===== src/rtl/rbi_mem_l1_req_if.sv =====
// rbi_mem_l1_req_if: ring hop plus core request port of the ring-bus initiator node.
interface rbi_mem_l1_req_if;
    logic [47:0]  memAddrIn;
    logic [127:0] memDataIn;
    logic [15:0]  memOpmIn;
    logic [15:0]  memSeqIn;
    logic [47:0]  memAddrOut;
    logic [127:0] memDataOut;
    logic [15:0]  memOpmOut;
    logic [15:0]  memSeqOut;
    logic [7:0]   unitNodeId;
    logic [1:0]   reqOpm;
    logic [47:0]  reqAddr;
    logic [127:0] reqData;
    logic [1:0]   respOK;
    logic [127:0] respData;

    modport slave (
        input  memAddrIn, memDataIn, memOpmIn, memSeqIn, unitNodeId, reqOpm, reqAddr, reqData,
        output memAddrOut, memDataOut, memOpmOut, memSeqOut, respOK, respData
    );
    modport master (
        output memAddrIn, memDataIn, memOpmIn, memSeqIn, unitNodeId, reqOpm, reqAddr, reqData,
        input  memAddrOut, memDataOut, memOpmOut, memSeqOut, respOK, respData
    );
endinterface


===== src/rtl/rbi_mem_l1_req.sv =====
// rbi_mem_l1_req: ring-bus initiator node injecting one LDX/STX and retiring its response.
// Define RBI_L1REQ_RETRY_EN to re-inject lost requests up to RETRY_MAX times before faulting.
module rbi_mem_l1_req #(
    parameter int unsigned TIMEOUT_CYC = 4096,
    parameter logic [7:0]  OPM_LDX     = 8'h90,
    parameter logic [7:0]  OPM_STX     = 8'hA0,
    parameter logic [7:0]  OPM_FLT     = 8'h7F,
    parameter int unsigned RETRY_MAX   = 2
) (
    input logic clock,
    input logic reset,
    rbi_mem_l1_req_if.slave bus
);
    localparam int TW = $clog2(TIMEOUT_CYC + 1);
    localparam logic [2:0] IDLE   = 3'd0;
    localparam logic [2:0] INJECT = 3'd1;
    localparam logic [2:0] WAIT   = 3'd2;
    localparam logic [2:0] DONE   = 3'd3;
    localparam logic [2:0] FAULT  = 3'd4;

    logic [2:0]   state_q, state_d;
    logic [7:0]   seq_q, seq_d;
    logic [TW-1:0] timer_q, timer_d;
    logic [47:0]  lat_addr_q, lat_addr_d;
    logic [127:0] lat_data_q, lat_data_d;
    logic         lat_st_q, lat_st_d;
    logic [127:0] rdata_q, rdata_d;
    logic [47:0]  addr_o_q, addr_o_d;
    logic [127:0] data_o_q, data_o_d;
    logic [15:0]  opm_o_q, opm_o_d;
    logic [15:0]  seq_o_q, seq_o_d;
    logic [7:0]   retry_q;
`ifdef RBI_L1REQ_RETRY_EN
    logic [7:0]   retry_d;
`else
    // Without retries the budget starts out exhausted, so every loss faults.
    assign retry_q = 8'(RETRY_MAX);
`endif

    logic own, is_resp, match, free, inject, give_up, lost;
    logic [7:0] seq_inc;

    assign own     = bus.memSeqIn[15:8] == bus.unitNodeId && bus.memOpmIn[7:0] != 8'h00;
    assign is_resp = bus.memOpmIn[7:6] == 2'b01;
    assign match   = own && bus.memSeqIn[7:0] == seq_q && state_q == WAIT;
    // Every owned slot leaves the ring here: current results, stale copies and unanswered requests.
    assign free    = bus.memOpmIn[7:0] == 8'h00 || own;
    assign inject  = state_q == INJECT && free;
    assign give_up = retry_q >= 8'(RETRY_MAX);
    assign lost    = (match && !is_resp) || timer_q == TW'(TIMEOUT_CYC - 1);
    assign seq_inc = seq_q == 8'hFF ? 8'h01 : seq_q + 8'h01;

    always_comb begin
        state_d    = state_q;
        seq_d      = seq_q;
        timer_d    = timer_q;
        lat_addr_d = lat_addr_q;
        lat_data_d = lat_data_q;
        lat_st_d   = lat_st_q;
        rdata_d    = rdata_q;
`ifdef RBI_L1REQ_RETRY_EN
        retry_d    = retry_q;
`endif
        case (state_q)
            IDLE: begin
`ifdef RBI_L1REQ_RETRY_EN
                retry_d = 8'h00;
`endif
                if (bus.reqOpm == 2'd1 || bus.reqOpm == 2'd2) begin
                    lat_addr_d = bus.reqAddr;
                    lat_st_d   = bus.reqOpm == 2'd2;
                    lat_data_d = bus.reqOpm == 2'd2 ? bus.reqData : 128'h0;
                    state_d    = INJECT;
                end
            end
            INJECT: if (free) begin
                state_d = WAIT;
                timer_d = '0;
            end
            WAIT: begin
                timer_d = timer_q + TW'(1);
                if (match && is_resp && bus.memOpmIn[7:0] != OPM_FLT) begin
                    rdata_d = lat_st_q ? 128'h0 : bus.memDataIn;
                    state_d = DONE;
                end else if ((match && is_resp) || (lost && give_up)) begin
                    rdata_d = 128'h0;
                    state_d = FAULT;
                end else if (lost) begin
`ifdef RBI_L1REQ_RETRY_EN
                    retry_d = retry_q + 8'h01;
`endif
                    seq_d   = seq_inc;
                    state_d = INJECT;
                end
            end
            default: if (bus.reqOpm == 2'd0) begin
                seq_d   = seq_inc;
                state_d = IDLE;
            end
        endcase
    end

    always_comb begin
        opm_o_d  = inject ? {8'h00, lat_st_q ? OPM_STX : OPM_LDX} : free ? 16'h0 : bus.memOpmIn;
        seq_o_d  = inject ? {bus.unitNodeId, seq_q} : free ? 16'h0 : bus.memSeqIn;
        addr_o_d = inject ? lat_addr_q : free ? 48'h0 : bus.memAddrIn;
        data_o_d = inject ? lat_data_q : free ? 128'h0 : bus.memDataIn;
    end

    always_ff @(posedge clock or negedge reset) begin
        if (!reset) begin
            state_q    <= IDLE;
            seq_q      <= 8'h01;
            timer_q    <= '0;
            lat_addr_q <= '0;
            lat_data_q <= '0;
            lat_st_q   <= 1'b0;
            rdata_q    <= '0;
            addr_o_q   <= '0;
            data_o_q   <= '0;
            opm_o_q    <= '0;
            seq_o_q    <= '0;
`ifdef RBI_L1REQ_RETRY_EN
            retry_q    <= '0;
`endif
        end else begin
            state_q    <= state_d;
            seq_q      <= seq_d;
            timer_q    <= timer_d;
            lat_addr_q <= lat_addr_d;
            lat_data_q <= lat_data_d;
            lat_st_q   <= lat_st_d;
            rdata_q    <= rdata_d;
            addr_o_q   <= addr_o_d;
            data_o_q   <= data_o_d;
            opm_o_q    <= opm_o_d;
            seq_o_q    <= seq_o_d;
`ifdef RBI_L1REQ_RETRY_EN
            retry_q    <= retry_d;
`endif
        end
    end

    assign bus.memAddrOut = addr_o_q;
    assign bus.memDataOut = data_o_q;
    assign bus.memOpmOut  = opm_o_q;
    assign bus.memSeqOut  = seq_o_q;
    assign bus.respData   = rdata_q;
    assign bus.respOK     = state_q == IDLE ? 2'd0 : state_q == DONE ? 2'd1 :
                            state_q == FAULT ? 2'd3 : 2'd2;
endmodule


===== src/flat_wrapper.sv =====
// flat-port wrapper written by rule: the top's interface ports become plain ports
module rbi_mem_l1_req_flat 
#(
    parameter int unsigned TIMEOUT_CYC = 4096,
    parameter logic [7:0]  OPM_LDX     = 8'h90,
    parameter logic [7:0]  OPM_STX     = 8'hA0,
    parameter logic [7:0]  OPM_FLT     = 8'h7F,
    parameter int unsigned RETRY_MAX   = 2
)
  (clock, reset, bus_memAddrIn, bus_memDataIn, bus_memOpmIn, bus_memSeqIn, bus_unitNodeId, bus_reqOpm, bus_reqAddr, bus_reqData, bus_memAddrOut, bus_memDataOut, bus_memOpmOut, bus_memSeqOut, bus_respOK, bus_respData);
  rbi_mem_l1_req_if bus_i ();
  input logic clock;
  input logic reset;
  input wire logic [$bits(bus_i.memAddrIn)-1:0] bus_memAddrIn;
  input wire logic [$bits(bus_i.memDataIn)-1:0] bus_memDataIn;
  input wire logic [$bits(bus_i.memOpmIn)-1:0] bus_memOpmIn;
  input wire logic [$bits(bus_i.memSeqIn)-1:0] bus_memSeqIn;
  input wire logic [$bits(bus_i.unitNodeId)-1:0] bus_unitNodeId;
  input wire logic [$bits(bus_i.reqOpm)-1:0] bus_reqOpm;
  input wire logic [$bits(bus_i.reqAddr)-1:0] bus_reqAddr;
  input wire logic [$bits(bus_i.reqData)-1:0] bus_reqData;
  output wire logic [$bits(bus_i.memAddrOut)-1:0] bus_memAddrOut;
  output wire logic [$bits(bus_i.memDataOut)-1:0] bus_memDataOut;
  output wire logic [$bits(bus_i.memOpmOut)-1:0] bus_memOpmOut;
  output wire logic [$bits(bus_i.memSeqOut)-1:0] bus_memSeqOut;
  output wire logic [$bits(bus_i.respOK)-1:0] bus_respOK;
  output wire logic [$bits(bus_i.respData)-1:0] bus_respData;
  assign bus_i.memAddrIn = bus_memAddrIn;
  assign bus_i.memDataIn = bus_memDataIn;
  assign bus_i.memOpmIn = bus_memOpmIn;
  assign bus_i.memSeqIn = bus_memSeqIn;
  assign bus_i.unitNodeId = bus_unitNodeId;
  assign bus_i.reqOpm = bus_reqOpm;
  assign bus_i.reqAddr = bus_reqAddr;
  assign bus_i.reqData = bus_reqData;
  assign bus_memAddrOut = bus_i.memAddrOut;
  assign bus_memDataOut = bus_i.memDataOut;
  assign bus_memOpmOut = bus_i.memOpmOut;
  assign bus_memSeqOut = bus_i.memSeqOut;
  assign bus_respOK = bus_i.respOK;
  assign bus_respData = bus_i.respData;
  rbi_mem_l1_req #(.TIMEOUT_CYC(TIMEOUT_CYC), .OPM_LDX(OPM_LDX), .OPM_STX(OPM_STX), .OPM_FLT(OPM_FLT), .RETRY_MAX(RETRY_MAX)) u_core (.clock(clock), .reset(reset), .bus(bus_i));
endmodule

===== config.mk =====
export PLATFORM = sky130hd
export DESIGN_NAME = rbi_mem_l1_req_flat
export DESIGN_NICKNAME = d
export VERILOG_FILES = /design/src/rtl/rbi_mem_l1_req_if.sv /design/src/rtl/rbi_mem_l1_req.sv /design/src/flat_wrapper.sv
export SDC_FILE = /design/constraint.sdc
export NUM_CORES = 1
export LEC_CHECK = 0
export BUFFER_PORTS_ARGS = -buffer_cell sky130_fd_sc_hd__clkbuf_2
export CORE_AREA = 2 2 287 289
export CTS_BUF_LIST = sky130_fd_sc_hd__clkbuf_8
export CTS_CLUSTER_SIZE = 16
export DETAILED_ROUTE_END_ITERATION = 7
export DIE_AREA = 0 0 289 291
export PLACE_DENSITY = 0.55
export RECOVER_POWER = 25
export SYNTH_ARGS = -nofsm -noshare
export SYNTH_HDL_FRONTEND = slang
export SYNTH_SLANG_ARGS = --single-unit

===== constraint.sdc =====
create_clock -name clock -period 2.5 [get_ports clock]
set_clock_uncertainty 0.05 [all_clocks]
set_input_delay 0.125 -clock clock [delete_from_list [all_inputs] [get_ports clock]]
set_output_delay 0.125 -clock clock [all_outputs]
set_load 0.005 [all_outputs]

==> results.cfg <==
[run_status]
status = finished, final reports clean

[setup_path]
critPathMaxStageDelay_ns = 0.43
cp-start-kind = flop
ff2ff_path_depth = 6
critPathCaptureType = flop
crit_chain = xnor2_1 > nand4_1 > or3_4 > o31a_2 > buf_12 > a22o_1
cp_max_fo = 74
r2r_start = u_core.seq_q[1]
worstPathRequired_ns = 3.00
path_buf_inv = 1
arrival_ns = 2.89
r2r-end = u_core.bus.respData[86]
setup.worst_path.class = flop to flop
crit_family = compound AO/OA/AOI/OAI gates
rrSetupSlack_ns = 0.10
slowest_stage = dfrtp_1

[power]
clockPowerShare = 0.385
switching_share = 0.274
design_power_total_mw = 23.7
power_density_nw_per_um2 = 755
p_int_mw = 17.2
netSwitchingPower_mw = 6.50
power_frac_comb = 0.158
p_leak_nw = 15.3
pwr-share-seq = 0.458
max-vdd-ir-drop_mv = 0.564

[global_route]
grt_pass1_vias = 19237
overflow = 0
grt_pass1_wl_mm = 112
grt_usage = 0.171
grt_max_degree = 95
antenna_found_initial = 6

[drt]
drc = 0
first_iter_violations = 966
vias_per_cell = 4.53
firstDrtPassIters = 5
wl_per_cell_um = 18.9
drtAntennaViolNets = 0
routed-via-count = 17663
drt-total-wl_mm = 73.5

[cells_and_area]
drive_gt1_frac = 0.357
nNetsFinal = 3146
final_cell_mix = 737 x clkbuf_2, 536 x dfrtp_1, 397 x dlygate4sd3_1, 322 x a22o_1, 279 x nand2_1
area_growth_pct = 56.4
final-seq-area_um2 = 13400
final_common_cell = clkbuf_2
multi_input_area_um2 = 6020
fillers = 7755

[floorplan]
num_rows = 105
coreArea_um2 = 81200
die-area_um2 = 84100
start_util = 0.247
ios = 734
dieHeight_um = 291
die_w_um = 289

[logic_synthesis]
syn_avg_cell_area_um2 = 12.7
syn_area_um2 = 20100
async_reset_ff_frac = 1.00
synth_top_area_share = 0.668
ys_types = 41
synthCells = 1581
ys_seq_elements = 537
synth_top_cell_by_area = dfrtp_1
ys_seq_area_frac = 0.670
ys.flop_type = dfrtp_1
syn_nets = 1981
synth-edff-count = 0
yosys_warnings = 0
ys_top_cells_by_area = dfrtp_1 67%, a22o_1 14%, nand2_1 5.2%

[placement]
pre_cts_ws_ns = 0.183
gp_congestion = 0.878
dp_hpwl_mm = 50.2
io_buffers = 733

[hold_path]
hp-class = input pin to flop
min_from = bus_reqOpm[0]
holdPathStages = 6
hold_path_end = u_core.lat_data_q[118]

[timing]
layout_min_cycle_time_ns = 2.40
grt_setup_unrepaired = no
finalCritPeriodShare = 0.960
relSlewSlack = 0.0785
tns_ns = 0
setup_viol = 0
finalHoldViolCount = 0
worstMarginPinSlew_ns = 1.38
slew_viol_final = 0
max_freq_mhz = 417
finalWorstSetupSlack_ns = 0.101

[clocking]
numCtsBuffers = 93
cts_max_path_buffers = 3
path_clk_slew_ns = 0.06
postCtsSetupBuffers = 0
cts_tree = yes
cts_sinks = 537
clockRootBuffer = clkbuf_8
insertion_delay_ns = 0.68
ctsHtreeMaxLevel = 3

[job]
maxCapViolations = 0
[cell usage after synthesis (all sizes together) (4+ instances only)]
master / number
dfrtp: 536
a22o: 322
nand2: 279
o21ai: 143
buf: 62
clkbuf: 62
mux2: 50
nor2: 18
and2: 15
xnor2: 14
xor2: 10
nand4: 8
and3: 7
inv: 7
nand3: 6
a21oi: 4
a31oi: 4
ha: 4
o22ai: 4
[cells by family (layout without fill, tap and decap cells)]
group | count (synthesis) | after routing | share of synthesized area
compound gates | 487 | 487 | 0.184
xor+xnor | 24 | 24 | 0.0105
fa+ha+maj | 4 | 4 | 0.00249
buf+inv | 131 | 1372 | 0.0318
flops | 537 | 537 | 0.670
mux | 53 | 53 | 0.0296
other cells | 0 | 4 | 0
simple gates | 345 | 345 | 0.0720
[power by group through the flow]
stage | registers [mW] | logic, mW | clock network [mW]
after floorplan | 10.7 | 1.81 | 0
after global placement | 10.9 | 3.16 | 0
after detailed placement | 11.0 | 3.28 | 0
after CTS | 10.8 | 3.80 | 9.40
after global routing | 11.0 | 4.18 | 9.81
final | 10.8 | 3.74 | 9.11
[worst max path at each step]
stage,slack (ns),cells after the start,from,endpoint
5_1_grt,0.05,6,u_core.seq_q[1],u_core.bus.respData[85]
3_5_place_dp,0.18,6,u_core.seq_q[1],u_core.bus.respData[65]
2_1_floorplan,0.39,7,u_core.seq_q[0],u_core.bus.respData[108]
3_3_place_gp,0.16,7,u_core.seq_q[0],u_core.bus.respData[45]
6_report,0.10,6,u_core.seq_q[1],u_core.bus.respData[86]
4_1_cts,0.01,10,bus_memOpmIn[1],u_core.bus.memSeqOut[14]
[layout make-up]
cell class	instances	share of cell area
Antenna cell	4	0.000319
Clock buffer	130	0.0570
Clock inverter	41	0.0120
Inverter	7	0.000837
Multi-Input combinational cell	913	0.192
Sequential cell	537	0.428
Tap cell	1070	0.0427
Timing Repair Buffer	1194	0.267
[state kept, by name, indices dropped and copies added, names as in the netlist, 3 cells and up]
| signal | flops |
|---|---|
| u_core.bus.memAddrOut | 48 |
| u_core.bus.memDataOut | 128 |
| u_core.bus.memOpmOut | 16 |
| u_core.bus.memSeqOut | 16 |
| u_core.bus.respData | 128 |
| u_core.lat_addr_q | 48 |
| u_core.lat_data_q | 128 |
| u_core.seq_q | 8 |
| u_core.state_q | 3 |
| u_core.timer_q | 13 |
[layer usage]
layer / share of wire / wire length [µm] / GRT usage
met1: 0.39 / 28700 / 0.197
met2: 0.49 / 36000 / 0.291
met3: 0.074 / 5470 / 0.0449
met4: 0.046 / 3350 / 0.0871
met5: 0.00048 / 35 / 0
[stage by stage]
step	util	cells	hold slack, ns	area (µm²)
finish	0.386	3896	0.141	31400
CTS	0.388	3893	0.0496	31500
global placement	0.312	3324	0.105	25300
detailed placement	0.312	3324	0.105	25300
global route	0.386	3895	0.0846	31400
floorplan	-	1581	-0.221	20100
[worst reg2reg max path, cell delays in order (launching register included)]
cell and delay, ns:
dfrtp_1 0.43, xnor2_1 0.23, nand4_1 0.14, or3_4 0.43, o31a_2 0.36, buf_12 0.20, a22o_1 0.43
[repair_timing]
item                                   in CTS  in global routing
endpoints found under the hold margin     935                  0
setup endpoints to repair                   0                  2
hold buffers                              398                  0
resized for setup                           0                  1
(Power assumes the default switching activity.)
